===== config.mk =====
export PLATFORM = sky130hd
export DESIGN_NAME = rcvr_arbiter
export DESIGN_NICKNAME = d
export VERILOG_FILES = /design/src/rtl/rcvr_pkg.sv /design/src/rtl/rcvr_arbiter_rr_pick.sv /design/src/rtl/rcvr_arbiter.sv
export SDC_FILE = /design/constraint.sdc
export NUM_CORES = 1
export LEC_CHECK = 0
export BUFFER_PORTS_ARGS = -buffer_cell sky130_fd_sc_hd__buf_2
export CELL_PAD_IN_SITES_DETAIL_PLACEMENT = 0
export CELL_PAD_IN_SITES_GLOBAL_PLACEMENT = 1
export CORE_MARGIN = 3
export CORE_UTILIZATION = 35
export DETAILED_ROUTE_END_ITERATION = 7
export GPL_ROUTABILITY_DRIVEN = 0
export PLACE_DENSITY_LB_ADDON = 0.1
export SYNTH_ARGS = -nofsm -noshare
export SYNTH_HDL_FRONTEND = slang
export SYNTH_SLANG_ARGS = --single-unit

===== constraint.sdc =====
create_clock -name clock -period 2.5 [get_ports clock]
set_input_delay 0.25 -clock clock [delete_from_list [all_inputs] [get_ports clock]]
set_output_delay 0.25 -clock clock [all_outputs]
set_load 0.01 [all_outputs]

===== src/rtl/rcvr_pkg.sv =====
// rcvr_pkg: definitions shared by the serial frame receivers, their
// arbiters and the benches around them.
//   arb_state_e  - read-controller state encoding (ST_IDLE / ST_HOLD)
//   HDR_BYTE     - frame header byte
//   BODY_LEN     - frame body length in bits
//   ch_width()   - channel-index width for a given channel count
package rcvr_pkg;

  typedef enum logic {
    ST_IDLE = 1'b0,
    ST_HOLD = 1'b1
  } arb_state_e;

  localparam logic [7:0] HDR_BYTE = 8'hA5;
  localparam int         BODY_LEN = 8;

  // Equal to $clog2(n) for n >= 2. Never returns less than 1, so a
  // single-channel index still has a legal width.
  function automatic int ch_width(input int n);
    int w;
    w = 1;
    for (int i = 1; i < 8; i++) begin
      if ((1 << w) < n) w = w + 1;
    end
    return w;
  endfunction

endpackage


===== src/rtl/rcvr_arbiter_rr_pick.sv =====
// rr_pick: combinational round-robin picker.
//   req         in  N  request vector
//   ptr         in  W  highest-priority index (must be < N)
//   grant_valid out 1  some request is set
//   grant_idx   out W  first set request at or after ptr, wrapping mod N
module rr_pick #(
  parameter int N = 4,
  parameter int W = 2
) (
  input  logic [N-1:0] req,
  input  logic [W-1:0] ptr,
  output logic         grant_valid,
  output logic [W-1:0] grant_idx
);

  int j;

  always_comb begin
    grant_valid = 1'b0;
    grant_idx   = '0;
    j           = 0;
    for (int i = 0; i < N; i++) begin
      j = int'(ptr) + i;
      if (j >= N) j = j - N;
      if (!grant_valid && req[j]) begin
        grant_valid = 1'b1;
        grant_idx   = W'(j);
      end
    end
  end

endmodule


===== src/rtl/rcvr_arbiter.sv =====
// rcvr_arbiter: round-robin read controller for a bank of serial frame
// receivers. Picks one ready+enabled channel, captures its byte and overrun
// flag, pulses that channel's reading for one cycle and offers the byte
// downstream on a valid/ready stream tagged with the channel index.
//
// Handshake: out_valid stays high and out_data/out_chan/out_ovr stay stable
// until out_valid && out_ready is sampled at a rising edge; that edge is the
// transfer. out_ready while out_valid is low is ignored.
//
// Ports:
//   clock, reset (sync, active low)
//   ch_enable/ch_ready/ch_overrun [N_CH]   receiver side inputs
//   ch_data [N_CH*DATA_W]                  channel k at [k*DATA_W +: DATA_W]
//   ch_reading [N_CH]                      one-hot one-cycle read acknowledge
//   out_valid/out_ready/out_data/out_chan/out_ovr   downstream stream
//   ovr_status [N_CH]                      sticky overrun record
//   ovr_clear [N_CH]                       level clear for ovr_status
//   state_dbg                              current controller state
module rcvr_arbiter
  import rcvr_pkg::*;
#(
  parameter  int N_CH   = 4,
  parameter  int DATA_W = 8,
  localparam int CH_W   = ch_width(N_CH)
) (
  input  logic                     clock,
  input  logic                     reset,
  input  logic [N_CH-1:0]          ch_enable,
  input  logic [N_CH-1:0]          ch_ready,
  input  logic [N_CH-1:0]          ch_overrun,
  input  logic [N_CH*DATA_W-1:0]   ch_data,
  output logic [N_CH-1:0]          ch_reading,
  output logic                     out_valid,
  input  logic                     out_ready,
  output logic [DATA_W-1:0]        out_data,
  output logic [CH_W-1:0]          out_chan,
  output logic                     out_ovr,
  output logic [N_CH-1:0]          ovr_status,
  input  logic [N_CH-1:0]          ovr_clear,
  output arb_state_e               state_dbg
);

  arb_state_e       state, state_nxt;
  logic [CH_W-1:0]  rr_ptr;
  logic [N_CH-1:0]  eligible;
  logic             grant_valid;
  logic [CH_W-1:0]  grant_idx;
  logic [N_CH-1:0]  grant_onehot;
  logic             take;
  logic [N_CH-1:0]  ovr_set;

  assign eligible     = ch_ready & ch_enable;
  assign grant_onehot = {{(N_CH-1){1'b0}}, 1'b1} << grant_idx;

  rr_pick #(.N(N_CH), .W(CH_W)) u_pick (
    .req         (eligible),
    .ptr         (rr_ptr),
    .grant_valid (grant_valid),
    .grant_idx   (grant_idx)
  );

  always_comb begin
    state_nxt = state;
    take      = 1'b0;
    case (state)
      ST_IDLE: begin
        if (grant_valid) begin
          take      = 1'b1;
          state_nxt = ST_HOLD;
        end
      end
      ST_HOLD: begin
        if (out_ready) state_nxt = ST_IDLE;
      end
      default: state_nxt = ST_IDLE;
    endcase
  end

  // Live overrun on an enabled channel is recorded even without a grant;
  // the grant term covers the captured flag. Set beats clear.
  assign ovr_set = (ch_overrun & ch_enable) |
                   (take ? (grant_onehot & ch_overrun) : '0);

  always_ff @(posedge clock) begin
    if (!reset) begin
      state      <= ST_IDLE;
      rr_ptr     <= '0;
      ch_reading <= '0;
      out_data   <= '0;
      out_chan   <= '0;
      out_ovr    <= 1'b0;
      ovr_status <= '0;
    end else begin
      state      <= state_nxt;
      ovr_status <= (ovr_status & ~ovr_clear) | ovr_set;
      // Reading is high only in the first HOLD cycle; IDLE is not re-entered
      // before the receiver has seen it, so a byte is never granted twice.
      ch_reading <= take ? grant_onehot : '0;
      if (take) begin
        out_data <= ch_data[int'(grant_idx)*DATA_W +: DATA_W];
        out_chan <= grant_idx;
        out_ovr  <= ch_overrun[grant_idx];
        rr_ptr   <= (grant_idx == CH_W'(N_CH-1)) ? '0 : grant_idx + 1'b1;
      end
    end
  end

  assign out_valid = (state == ST_HOLD);
  assign state_dbg = state;

endmodule


==> run metrics, run 1 <==
outcome completed; placed inst area 2260 µm²; Post-Syn Area 1850 µm²; commonest non-fill, non-tap cells in the layout buf_2, a211oi_1, dfxtp_1; Setup Viol. Count Final 0; ANT nets after route 0; worst path bufs/invs 3; via count 2011; clock buffer depth 2; Hold Worst Slack 0.221 ns; filler instances 515; CP max FO 7; share of cells above drive strength 1 0.392; I/O Pins 72; slowest cell on the critical path o311ai_1; postcts setup bufs 0; DPL Wire Length 4240 µm; pin count of the biggest net entering global routing 39; clock-pin slew on the worst setup and hold paths 0.09 ns; sequential fraction of the synthesis area 0.238; CP dominant cell by count inv_1; critical path startpoint category register; antenna violations before repair 0; max cap viols 0; Internal 796 µW; DR pass1 iterations 4; fraction of power consumed by the clock network 0.288; P_leak 0.00105 µW; hold violation total from the final report 0; later-pin clock latency in the skew report 0.27 ns; clock buffer count from CTS 3; final worst-path cycle share 0.808; Post-synth EDFFs 0; WP data required 2.66 ns; unrepaired setup endpoints after global routing false; Layout area overhead 25.6%; row count 25; non-filler instance count after layout 350; vias in the first global route 1919; initial drt markers 201; CTS tree yes; Hold Buf Count CTS 0; Crit Path Category register to register; Design Area, Final 2330 µm²; first-pass GRT wire length 9560 µm; placed insts 346; pre-CTS setup slack 0.484 ns; crit end category register; final worst slack 0.480 ns; min cycle time layout 2.02 ns; CP Cell Sequence inv_1 > o311ai_1 > or2_2 > inv_1 > ha_1 > inv_1 > a211oi_1 > o21ai_0 > a21oi_1; post-CTS sizing 0; Comb pwr share 0.360; die area 6210 µm²; P per Cell Area 509 nW/µm²; commonest non-fill, non-tap cell in the layout buf_2; Slew headroom 0.606; Fin Setup TNS 0 ns; Hold Path Class input port to register; critical path's largest stage delay 0.55 ns; DRC 0; fin. max-slew vios 0; worst clock skew 0.00607 ns; ys async rst share 0; top achievable clock speed 495 MHz; VDD IR-drop max 205 µV; post-synthesis register bit count 22; sequential power share 0.353; DRT Wirelength 5850 µm; Yosys warning count 0; Cells after Synth 222; WL per Instance 16.7 µm; largest area contributor in the netlist dfxtp_1; fin nets 339; CP arrival 2.18 ns; Top FF cell, synth dfxtp_1; initial core utilization 0.378; CTS sink count 22; Core Box Area 4910 µm²; Mapped Avg Cell Area 8.35 µm²; Die Span Y 78.8 µm; Least-Margin Pin Slew 0.582 ns; post-synth top area share 0.238; Sw Ratio 0.329; Synth Net Count 277; H-tree depth 1; Area contributors post-synth dfxtp_1, a21bo_2, a211oi_1; die width 78.8 µm; # diodes 0; routed vias/inst 5.75; total gr overflow 0; cell family with the largest share of critical-path delay compound AO/OA/AOI/OAI gates; All-Layer GR Usage 0.189; Root Driver clkbuf_8; number of port buffers 71; post-synth cell types 37; Sw Pwr 390 µW
==> logic make-up (layout without fill, tap and decap cells) <==
group,Yosys count,count (layout),synth area share
compound gates,106,106,0.468
simple gates,55,55,0.179
buf+inv,35,96,0.0884
flops,22,22,0.238
fa+ha+maj,4,4,0.0270
==> per-stage QoR <==
stage	utilization	total power, µW
floorplan	-	697
finish	0.474	1190
global placement	0.460	854
CTS	0.474	1200
detailed placement	0.460	850
global route	0.474	1260
==> cell type report <==
type / count / area (µm²) / share of cell area
Clock buffer: 3 / 41.3 / 0.0177
Clock inverter: 1 / 30.0 / 0.0129
Sequential cell: 22 / 440 / 0.189
Inverter: 8 / 30.0 / 0.0129
Tap cell: 67 / 83.8 / 0.0360
Timing Repair Buffer: 84 / 453 / 0.195
Multi-Input combinational cell: 165 / 1250 / 0.537
==> worst paths after layout <==
| path | depth (start not counted) | endpoint | startpoint | slack (ns) |
|---|---|---|---|---|
| max | 9 | ovr_status[3] | rr_ptr[1] | 0.48 |
| max reg2reg | 9 | ovr_status[3] | rr_ptr[1] | 0.48 |
| min | 3 | ovr_status[2] | ovr_clear[2] | 0.22 |
| min reg2reg | 2 | out_chan[1] | out_chan[1] | 0.46 |
==> metal layers <==
layer	track usage	part of all wire
met1	0.281	0.50
met2	0.292	0.43
met3	0.0295	0.064
met4	0.0227	0.0039
met5	0	0
==> flip-flops by register name, summed over array words and instances (netlist names) <==
register / cells
ch_reading: 4
ovr_status: 4
out_data: 8
out_valid: 1
out_ovr: 1
out_chan: 2
rr_ptr: 2
==> cell usage after synthesis (5+ instances only) <==
master / instances
inv_1: 8
nand2b_1: 5
a21oi_1: 9
nand3_1: 10
a21boi_0: 19
dfxtp_1: 22
o221ai_1: 9
a311oi_1: 18
a21bo_2: 18
a211oi_1: 22
clkbuf_1: 17
buf_2: 5
and3_1: 18
nand2_1: 6
==> tightest hold or removal path: stages <==
cell and delay [ns]:
buf_2 0.07, nand2b_1 0.08, a21oi_1 0.05
==> power groups by stage <==
stage | clock, µW | sequential, µW | combinational (µW)
after floorplan | 0 | 437 | 261
after global placement | 0 | 425 | 428
after detailed placement | 0 | 425 | 425
after CTS | 351 | 418 | 428
after global routing | 364 | 423 | 473
final | 341 | 418 | 426
Note: power is estimated with default switching activity, not from simulation.
==> run 2: changes to the inputs <==
--- a/config.mk
+++ b/config.mk
@@ -9,7 +9,7 @@
 export CELL_PAD_IN_SITES_DETAIL_PLACEMENT = 0
 export CELL_PAD_IN_SITES_GLOBAL_PLACEMENT = 1
 export CORE_MARGIN = 3
-export CORE_UTILIZATION = 35
+export CORE_UTILIZATION = 32
 export DETAILED_ROUTE_END_ITERATION = 7
 export GPL_ROUTABILITY_DRIVEN = 0
 export PLACE_DENSITY_LB_ADDON = 0.1
==> constraint.sdc (replaced) <==
create_clock -name clock -period 1.8 [get_ports clock]
set_input_delay 0.18 -clock clock [delete_from_list [all_inputs] [get_ports clock]]
set_output_delay 0.18 -clock clock [all_outputs]
set_load 0.01 [all_outputs]
==> run metrics, run 2 (synthesis results as in run 1) <==
Root Driver clkbuf_8; fin. max-slew vios 0; antenna violations before repair 0; WL per Instance 17.1 µm; hold violation total from the final report 0; fin nets 349; row count 27; CP max FO 12; commonest non-fill, non-tap cells in the layout buf_2, dfxtp_1, buf_4; max cap viols 0; P per Cell Area 630 nW/µm²; worst reg2reg path startpoint rr_ptr[0]; share of cells above drive strength 1 0.466; postcts setup bufs 0; min cycle time layout 1.75 ns; path depth of the worst reg2reg path 5; All-Layer GR Usage 0.187; final worst-path cycle share 0.970; top achievable clock speed 573 MHz; unrepaired setup endpoints after global routing true; end point of the worst hold path out_valid; number of port buffers 71; initial drt markers 81; clock buffer depth 2; Sw Ratio 0.350; pin count of the biggest net entering global routing 39; Slew headroom 0.701; sequential power share 0.371; R2R Setup Slk 0.05 ns; die width 82.1 µm; commonest non-fill, non-tap cell in the layout buf_2; Hold Path Class input port to register; DRT Wirelength 6230 µm; first-pass GRT wire length 10000 µm; WP data required 1.92 ns; pre-CTS setup slack -0.0409 ns; most flop-heavy register out_data; Setup Viol. Count Final 0; worst clock skew 0.00297 ns; Internal 1020 µW; filler instances 588; outcome completed; Hold Buf Count CTS 0; Layout area overhead 34.5%; Comb pwr share 0.439; Core Box Area 5570 µm²; total gr overflow 0; Die Span Y 82.1 µm; Least-Margin Pin Slew 0.449 ns; # diodes 0; via count 1974; initial core utilization 0.333; DPL Wire Length 4550 µm; clock buffer count from CTS 3; CTS sink count 22; biggest regs out_data x8, ch_reading x4, ovr_status x4; CTS tree yes; routed vias/inst 5.42; final worst slack 0.0547 ns; DRC 0; hold_sp out_ready; Largest register FFs 8; VDD IR-drop max 462 µV; DR pass1 iterations 4; Sw Pwr 551 µW; P_leak 0.00111 µW; fraction of power consumed by the clock network 0.190; I/O Pins 72; critical path startpoint category register; clock-pin slew on the worst setup and hold paths 0.08 ns; die area 6740 µm²; reg2reg end out_data[1]; Hold Path Depth 3; CP arrival 1.87 ns; H-tree depth 1; later-pin clock latency in the skew report 0.25 ns; crit end category register; ANT nets after route 0; vias in the first global route 1897; Crit Path Category register to register; Fin Setup TNS 0 ns
[run 2: changes by cell type in the layout (fill, tap and decap cells not counted), moves of 2 or more]
cell,change
dfxtp_1,-2
a211oi_2,+6
inv_2,+2
buf_12,+2
o21ai_0,-4
a211oi_1,-7
o21ai_1,+4
inv_1,-2
buf_4,+7
[run 2: worst max path at each step]
stage | start | to | cells past startpoint
6_report | rr_ptr[0] | out_data[1] | 5
5_1_grt | rr_ptr[0] | ovr_status[3] | 9
4_1_cts | rr_ptr[1] | ovr_status[2] | 9
3_5_place_dp | rr_ptr[1] | ovr_status[1] | 9
3_3_place_gp | rr_ptr[1] | ovr_status[2] | 9
2_1_floorplan | rr_ptr[1] | ovr_status[2] | 10
[run 2: final cells by class]
type	instances	area (µm²)	share of cell area
well taps	72	90.1	0.0361
clock buffers	3	41.3	0.0165
flip-flops and latches	22	445	0.179
multi-input cells	165	1330	0.532
inverters	8	30.0	0.0120
repair buffers	94	561	0.225
[run 2: metrics by stage]
step / hold WS, ns / cells / total power [µW] / instance area (µm²) / util
4_1_cts: 0.178 / 364 / 1540 / 2410 / 0.433
2_1_floorplan: 0.341 / 222 / 977 / 1870 / -
5_1_grt: 0.195 / 364 / 1680 / 2490 / 0.448
3_5_place_dp: 0.449 / 361 / 1240 / 2370 / 0.425
6_report: 0.183 / 364 / 1570 / 2490 / 0.448
3_3_place_gp: 0.445 / 361 / 1240 / 2370 / 0.425
[run 2: per-layer routing]
metal | share of wire | GRT usage
met5 | 0 | 0
met4 | 0 | 0.0150
met3 | 0.053 | 0.0163
met2 | 0.45 | 0.298
met1 | 0.49 | 0.281
[run 2: power groups by stage]
stage                     Clock, µW  Sequential, µW  Combinational, µW
after detailed placement          0             591                647
after CTS                       311             581                653
after global placement            0             591                652
after global routing            330             591                759
after floorplan                   0             607                370
final                           298             583                690
[run 2: repair_timing]
action / 4_1_cts / 5_1_grt
endpoints found under the setup margin: 5 / 8
gates resized for setup: 1 / 22
pin swaps: 0 / 4
endpoints found under the hold margin: 0 / 0
[run 2: worst max-delay path, stage by stage, from the launching register on]
cell      delay [ns]
dfxtp_2         0.35
and3b_1         0.19
a311o_2         0.42
buf_12          0.17
a211oi_1        0.30
o221ai_1        0.18
